<file path="src/rtl/control_unit_pkg.sv">
// Shared definitions for the control unit: opcodes, ALU codes, instruction
// field positions and the run/halt state encoding.
package control_unit_pkg;

   localparam logic [3:0] OP_NOP  = 4'b0000;
   localparam logic [3:0] OP_ADD  = 4'b0001;
   localparam logic [3:0] OP_SUB  = 4'b0010;
   localparam logic [3:0] OP_AND  = 4'b0011;
   localparam logic [3:0] OP_OR   = 4'b0100;
   localparam logic [3:0] OP_XOR  = 4'b0101;
   localparam logic [3:0] OP_NOT  = 4'b0110;
   localparam logic [3:0] OP_SHL  = 4'b0111;
   localparam logic [3:0] OP_SHR  = 4'b1000;
   localparam logic [3:0] OP_LOAD = 4'b1001;
   localparam logic [3:0] OP_MOV  = 4'b1010;
   localparam logic [3:0] OP_CMP  = 4'b1011;
   localparam logic [3:0] OP_JMP  = 4'b1100;
   localparam logic [3:0] OP_BEQ  = 4'b1101;
   localparam logic [3:0] OP_RSVD = 4'b1110;
   localparam logic [3:0] OP_HALT = 4'b1111;

   localparam logic [3:0] ALU_PASS = 4'b0000;
   localparam logic [3:0] ALU_SUB  = 4'b0010;

   localparam int OPC_MSB  = 15;
   localparam int OPC_LSB  = 12;
   localparam int REG1_MSB = 11;
   localparam int REG1_LSB = 10;
   localparam int REG2_MSB = 9;
   localparam int REG2_LSB = 8;
   localparam int ADR_MSB  = 7;
   localparam int ADR_LSB  = 0;

   typedef enum logic {
      ST_RUN    = 1'b0,
      ST_HALTED = 1'b1
   } cu_state_e;

endpackage

</file>
<file path="src/rtl/cu_decoder.sv">
// Combinational opcode decoder: opcode plus branch flag to enables and ALU code.
// Opcode 1111 decodes as NOP here; halting is handled by the top level.
module cu_decoder
   import control_unit_pkg::*;
(
   input  logic [3:0] opcode,
   input  logic       branch_check,
   output logic [3:0] alu_code,
   output logic       ram_read,
   output logic       reg_read,
   output logic       reg_write,
   output logic       pc_jump,
   output logic       pc_branch
);

   // Opcode to control-signal mapping
   always_comb begin
      alu_code  = ALU_PASS;
      ram_read  = 1'b0;
      reg_read  = 1'b0;
      reg_write = 1'b0;
      pc_jump   = 1'b0;
      pc_branch = 1'b0;
      case (opcode)
         OP_ADD, OP_SUB, OP_AND, OP_OR, OP_XOR, OP_NOT, OP_SHL, OP_SHR: begin
            alu_code  = opcode;
            reg_read  = 1'b1;
            reg_write = 1'b1;
         end
         OP_LOAD: begin
            ram_read  = 1'b1;
            reg_write = 1'b1;
         end
         OP_MOV: begin
            reg_read  = 1'b1;
            reg_write = 1'b1;
         end
         OP_CMP: begin
            reg_read = 1'b1;
            alu_code = ALU_SUB;
         end
         OP_JMP: begin
            pc_jump = 1'b1;
         end
         OP_BEQ: begin
            reg_read  = 1'b1;
            alu_code  = ALU_SUB;
            pc_branch = branch_check;
         end
         default: begin
            alu_code = ALU_PASS;
         end
      endcase
   end

endmodule

</file>
<file path="src/rtl/control_unit.sv">
// Control unit top: registered decode outputs plus optional run/halt state.
// Define CU_HALT_EN to build the HALTED state entered by opcode 1111.
module control_unit
   import control_unit_pkg::*;
(
   input  logic        clk,
   input  logic        rst,
   input  logic [15:0] instruction,
   input  logic        branch_check,
   output logic [3:0]  alu_code,
   output logic        RAM_read,
   output logic        Reg_read,
   output logic        Reg_write,
   output logic        pc_jump,
   output logic        pc_branch,
   output logic [1:0]  reg1,
   output logic [1:0]  reg2,
   output logic [7:0]  RAM_adr
);

   logic [3:0] dec_alu_s;
   logic       dec_ram_read_s, dec_reg_read_s, dec_reg_write_s, dec_jump_s, dec_branch_s;

   logic [3:0] alu_code_d, alu_code_q;
   logic       ram_read_d, ram_read_q, reg_read_d, reg_read_q, reg_write_d, reg_write_q;
   logic       pc_jump_d, pc_jump_q, pc_branch_d, pc_branch_q;
   logic [1:0] reg1_d, reg1_q, reg2_d, reg2_q;
   logic [7:0] ram_adr_d, ram_adr_q;

   cu_decoder u_dec (
      .opcode       (instruction[OPC_MSB:OPC_LSB]),
      .branch_check (branch_check),
      .alu_code     (dec_alu_s),
      .ram_read     (dec_ram_read_s),
      .reg_read     (dec_reg_read_s),
      .reg_write    (dec_reg_write_s),
      .pc_jump      (dec_jump_s),
      .pc_branch    (dec_branch_s)
   );

`ifdef CU_HALT_EN
   cu_state_e state_d, state_q;
`endif

   // Next-value selection for the output registers and halt state
   always_comb begin
      alu_code_d  = dec_alu_s;
      ram_read_d  = dec_ram_read_s;
      reg_read_d  = dec_reg_read_s;
      reg_write_d = dec_reg_write_s;
      pc_jump_d   = dec_jump_s;
      pc_branch_d = dec_branch_s;
      reg1_d      = instruction[REG1_MSB:REG1_LSB];
      reg2_d      = instruction[REG2_MSB:REG2_LSB];
      ram_adr_d   = instruction[ADR_MSB:ADR_LSB];
`ifdef CU_HALT_EN
      state_d = state_q;
      if (state_q == ST_HALTED) begin
         alu_code_d  = ALU_PASS;
         ram_read_d  = 1'b0;
         reg_read_d  = 1'b0;
         reg_write_d = 1'b0;
         pc_jump_d   = 1'b0;
         pc_branch_d = 1'b0;
         reg1_d      = reg1_q;
         reg2_d      = reg2_q;
         ram_adr_d   = ram_adr_q;
      end else if (instruction[OPC_MSB:OPC_LSB] == OP_HALT) begin
         state_d = ST_HALTED;
      end else begin
         state_d = ST_RUN;
      end
`endif
   end

   // Output registers; reset wins over any instruction at the same edge
   always_ff @(posedge clk) begin
      if (rst) begin
         alu_code_q  <= 4'b0000;
         ram_read_q  <= 1'b0;
         reg_read_q  <= 1'b0;
         reg_write_q <= 1'b0;
         pc_jump_q   <= 1'b0;
         pc_branch_q <= 1'b0;
         reg1_q      <= 2'b00;
         reg2_q      <= 2'b00;
         ram_adr_q   <= 8'h00;
      end else begin
         alu_code_q  <= alu_code_d;
         ram_read_q  <= ram_read_d;
         reg_read_q  <= reg_read_d;
         reg_write_q <= reg_write_d;
         pc_jump_q   <= pc_jump_d;
         pc_branch_q <= pc_branch_d;
         reg1_q      <= reg1_d;
         reg2_q      <= reg2_d;
         ram_adr_q   <= ram_adr_d;
      end
   end

`ifdef CU_HALT_EN
   // Run/halt state register
   always_ff @(posedge clk) begin
      if (rst) begin
         state_q <= ST_RUN;
      end else begin
         state_q <= state_d;
      end
   end
`endif

   assign alu_code  = alu_code_q;
   assign RAM_read  = ram_read_q;
   assign Reg_read  = reg_read_q;
   assign Reg_write = reg_write_q;
   assign pc_jump   = pc_jump_q;
   assign pc_branch = pc_branch_q;
   assign reg1      = reg1_q;
   assign reg2      = reg2_q;
   assign RAM_adr   = ram_adr_q;

endmodule

</file>
<file path="config.mk">
export PLATFORM = sky130hd
export DESIGN_NAME = control_unit
export DESIGN_NICKNAME = d
export VERILOG_FILES = /design/src/rtl/control_unit_pkg.sv /design/src/rtl/cu_decoder.sv /design/src/rtl/control_unit.sv
export SDC_FILE = /design/constraint.sdc
export NUM_CORES = 1
export LEC_CHECK = 0
export BUFFER_PORTS_ARGS = -buffer_cell sky130_fd_sc_hd__buf_2
export CAP_MARGIN = 20
export CELL_PAD_IN_SITES_DETAIL_PLACEMENT = 0
export CELL_PAD_IN_SITES_GLOBAL_PLACEMENT = 1
export CORE_UTILIZATION = 31
export DETAILED_ROUTE_END_ITERATION = 16
export PLACE_DENSITY = 0.78
export SETUP_SLACK_MARGIN = 0.02
export SYNTH_ARGS = -nofsm -noshare
export SYNTH_HDL_FRONTEND = slang
export SYNTH_SLANG_ARGS = --single-unit
</file>
<file path="constraint.sdc">
create_clock -name clk -period 2.78 [get_ports clk]
set_input_delay 0.556 -clock clk [delete_from_list [all_inputs] [get_ports clk]]
set_output_delay 0.556 -clock clk [all_outputs]
set_load 0.05 [all_outputs]
</file>
; ---- Word-level counts from Yosys, hierarchy flattened
; Cells that the tools add are included.
[totals]
input_bits = 19
ff_bits = 21
word_cells = 33
output_inout_bits = 21
[op_classes]
muxes = 5
n_reduce_logical = 5
eq_ne = 13
n_bitwise = 1
[ops]
columns = op, n
row1 = "4-bit == test, second input constant", 6
row2 = "4-bit by 3-bit == test with 1-bit output, second input constant", 4
row3 = 11-bit OR reduction, 1
row4 = 10-bit OR reduction, 1
row5 = "4-bit by 2-bit == test with 1-bit output, second input constant", 2
row6 = 4-bit case mux with 2 select lines, 1
row7 = 8-bit OR reduction, 1
row8 = "4-bit by 1-bit == test with 1-bit output, second input constant", 1
row9 = 1-bit 2-to-1 mux, 4
row10 = 2-bit OR reduction, 2
row11 = 1-bit NOT, 1

; ---- Longest topological paths before layout
[logic_depth]
depth_word = 3
mapped_depth = 4
depth_no_buf = 3

; ---- Hierarchy
; A second synthesis with hierarchy kept.
[hier_totals]
hier_cells = 64
hier_area_um2 = 745.7
[by_module_without_submodules]
columns = mod, seq_area_each_um2, n_inst, cells_per_inst, area_per_inst_um2
row1 = control_unit, 420.4, 1, 44, 624.3
row2 = cu_decoder, 0.0, 1, 20, 121.4

; ---- Worst setup path before layout
; No wires, ideal clock.
[synth_path]
kind = in2reg
startpoint = in instruction[13]
endpoint = reg reg_read_q (netlist: Reg_read)
required_time_ns = 2.646
arrival_time_ns = 1.189
stages = 4
setup_time_ns = 0.134
path_slack_ns = 1.457
n_path_buf = 1
path_cell_list = buf_6 > or3_1 > a21oi_1 > a211oi_1
[synth_via]
elab_chain_len = 3
word_cells_on_any_way = 13
cone_classes = eq/ne: 11 / mux: 1 / reduce/logical: 1
[synth_rtl]
columns = item, line
row1 = "start, declared", control_unit.sv:8  ; input logic [15:0] instruction,
row2 = 4-bit == test (tied with other cells), cu_decoder.sv:24  ; case (opcode)
row3 = 11-bit OR reduction (no line) *, -
row4 = 1-bit 2-to-1 mux *, cu_decoder.sv:24
row5 = "end signal, assigned", control_unit.sv:91  ; reg_read_q <= reg_read_d;
row6 = "end, declared", control_unit.sv:25  ; logic ram_read_d, ram_read_q, reg_read_d, reg_read_q, reg_write_d, reg_write_q;
; Every way passes the cells marked *; elsewhere a longest branch is shown, timed or not.
; A chain may end at the register's enable or synchronous reset.

; ---- Worst setup path after layout
[layout_path]
startpoint = reg ram_adr_q[0] (netlist: RAM_adr[0])
endpoint = out RAM_adr[0]
[layout_rtl]
columns = item, line
row1 = "start, declared", control_unit.sv:28  ; logic [7:0] ram_adr_d, ram_adr_q;
row2 = "start signal, assigned", control_unit.sv:97  ; ram_adr_q <= ram_adr_d;
row3 = "end, declared", control_unit.sv:18  ; output logic [7:0] RAM_adr
; No word-level cell between the ends.

==> run summary <==
drt pass-1 iters - 4
peak supply drop - 0.283 mV
placed cells - 122
Worst-path clk slew - 0.11 ns
Synthesis Warnings - 0
Max Freq - 696 MHz
CP Capture Type - output pin
Post-CTS Setup Repair Bufs - 0
Worst EP arrival - 0.88 ns
worst path buffer plus inverter count - 1
Hold Slack - 0.462 ns
grt ovf - 0
Worst setup SP type - flop
Final Non-Filler Cells - 126
Final Hold Fails - 0
worst setup path class - reg -> out
placed cell areas - 857 um^2
largest cells by area after synthesis - dfxtp_1 (64%), nor2b_1 (11%), nor4_1 (2.8%)
DRT iter0 DRCs - 1
most frequent cells after synthesis - dfxtp_1 (21), nor2b_1 (12), nand2_1 (3), nor2_1 (3), nor4_1 (3)
routability cong. - 0.714
die extent in x - 48.2 um
clock sinks - 21
core area - 1980 um^2
Final ANT Viol Nets - 0
post-synthesis area per instance - 11.0 um^2
cell with the most instances after synthesis - dfxtp_1
CTS buffer count - 3
count of cell types in the netlist - 19
ys async rst share - 0%
Max stage delay on crit path - 0.33 ns
HP Start - instruction[0]
CP max stage cell - dfxtp_1
final wirelength - 1.19 mm
crit-path cells - buf_2
first-pass GRT wire length - 1.65 mm
Total GRT Usage - 10.2%
Clock Tree Buf Depth - 2
initial antenna violation count - 0
ant diodes - 0
maxcap violations - 0
cell family with most CP delay - flip-flops
Area growth syn-to-layout - 33.6%
unrepaired setup endpoints after global routing - no
number of synthesized flops with an enable pin - 0
outcome - finished, final reports clean
pwr dens - 634 nW/um^2
Vias/cell - 4.13
worst-path maximum fanout - 1
FF+latch count, synth - 21
via count - 521
share of layout cells above drive strength 1 - 43.4%
design area - 885 um^2
Synth top area share - 63.5%
period utilisation layout - 51.7%
Mapped Area - 662 um^2
Critical Path RT - 2.22 ns
max-slew violations - 0
cell taking the most area after synthesis - dfxtp_1
Final Setup Violations - 0
fill count - 207
die area - 2320 um^2
Die Y - 48.2 um
H-tree depth - 1
hold_buf cts - 0
# IOs - 40
Seq/Total Area, Yosys - 63.5%
CTS tree - built
slew margin rel. - 77.5%
dominant synthesized flop cell - dfxtp_1
Min-Delay Path Class - in -> reg
Critical Path Source - RAM_adr[0]$_SDFF_PP0_
per-cell routed wire length - 9.46 um
Pleak - 0.438 nW
setup TNS - 0 ns
DRC - 0
nets@finish - 119
Root Buffer - clkbuf_4
largest net degree at the start of global routing - 21
number of global-route vias before repair - 390
Worst Max-Slew Pin Slew - 0.337 ns
Initial Utilization - 33.4%
Resized Gates After CTS - 0
post-synth net total - 79
row cnt - 16
DPL Wire Length - 875 um
min Tclk post-route - 1.44 ns
I/O Buffers - 39
Post-Synthesis Cells - 60
-- stage by stage --
step | total power, W | setup slack, ns | util (%)
floorplan | 0.000402 | 1.46 | -
global placement | 0.000428 | 1.40 | 43.2
detailed placement | 0.000429 | 1.38 | 43.2
CTS | 0.000572 | 1.32 | 44.6
global route | 0.000596 | 1.28 | 44.6
finish | 0.000561 | 1.34 | 44.6
-- logic make-up after synthesis --
kind of cell / count (synthesis) / synth area share [%]
buf+inv: 6 / 6.24
compound gates: 6 / 6.61
simple gates: 27 / 23.6
flops: 21 / 63.5
-- registers in the layout, indices dropped and copies added, names as in the netlist --
name       cells
reg2           2
pc_branch      1
RAM_adr        8
Reg_read       1
Reg_write      1
reg1           2
alu_code       4
pc_jump        1
RAM_read       1
-- final cells by class --
type                    count  area (um^2)  area share, %
flip-flops and latches     21          420           47.5
inverters                   2         7.51          0.849
well taps                  27         33.8           3.82
multi-input cells          33          200           22.6
clock buffers               3         22.5           2.55
repair buffers             39          195           22.1
clock inverters             1         5.00          0.566
-- worst paths after layout --
path,endpoint,slack [ns],cells after the start
hold / removal,RAM_adr[0]$_SDFF_PP0_,0.46,2
setup / recovery,RAM_adr[0],1.34,1
-- report_power, final --
group / leakage, nW / internal, W / switching [W]
Clock: 0.0177 / 0.0000535 / 0.0000856
Combinational: 0.246 / 0.0000289 / 0.0000750
Sequential: 0.174 / 0.000315 / 0.00000290
-- per-layer routing --
layer	track usage, %	vias up	wire length, um
met5	0	-	0
met4	6.67	0	0
met3	1.48	0	113
met2	13.1	25	516
met1	15.5	221	561
li1	-	275	-
-- layout by cell type (no fill, tap or decap), types with 2 or more instances in the layout --
cell	netlist	layout
inv_1	2	2
nor4_1	3	3
nor2b_1	12	12
nor2_1	3	3
nand2_1	3	3
dfxtp_1	21	21
buf_2	0	39
a211oi_1	2	2
nor3b_1	2	2
clkbuf_4	0	3
Power figures use the tool's default switching activity.
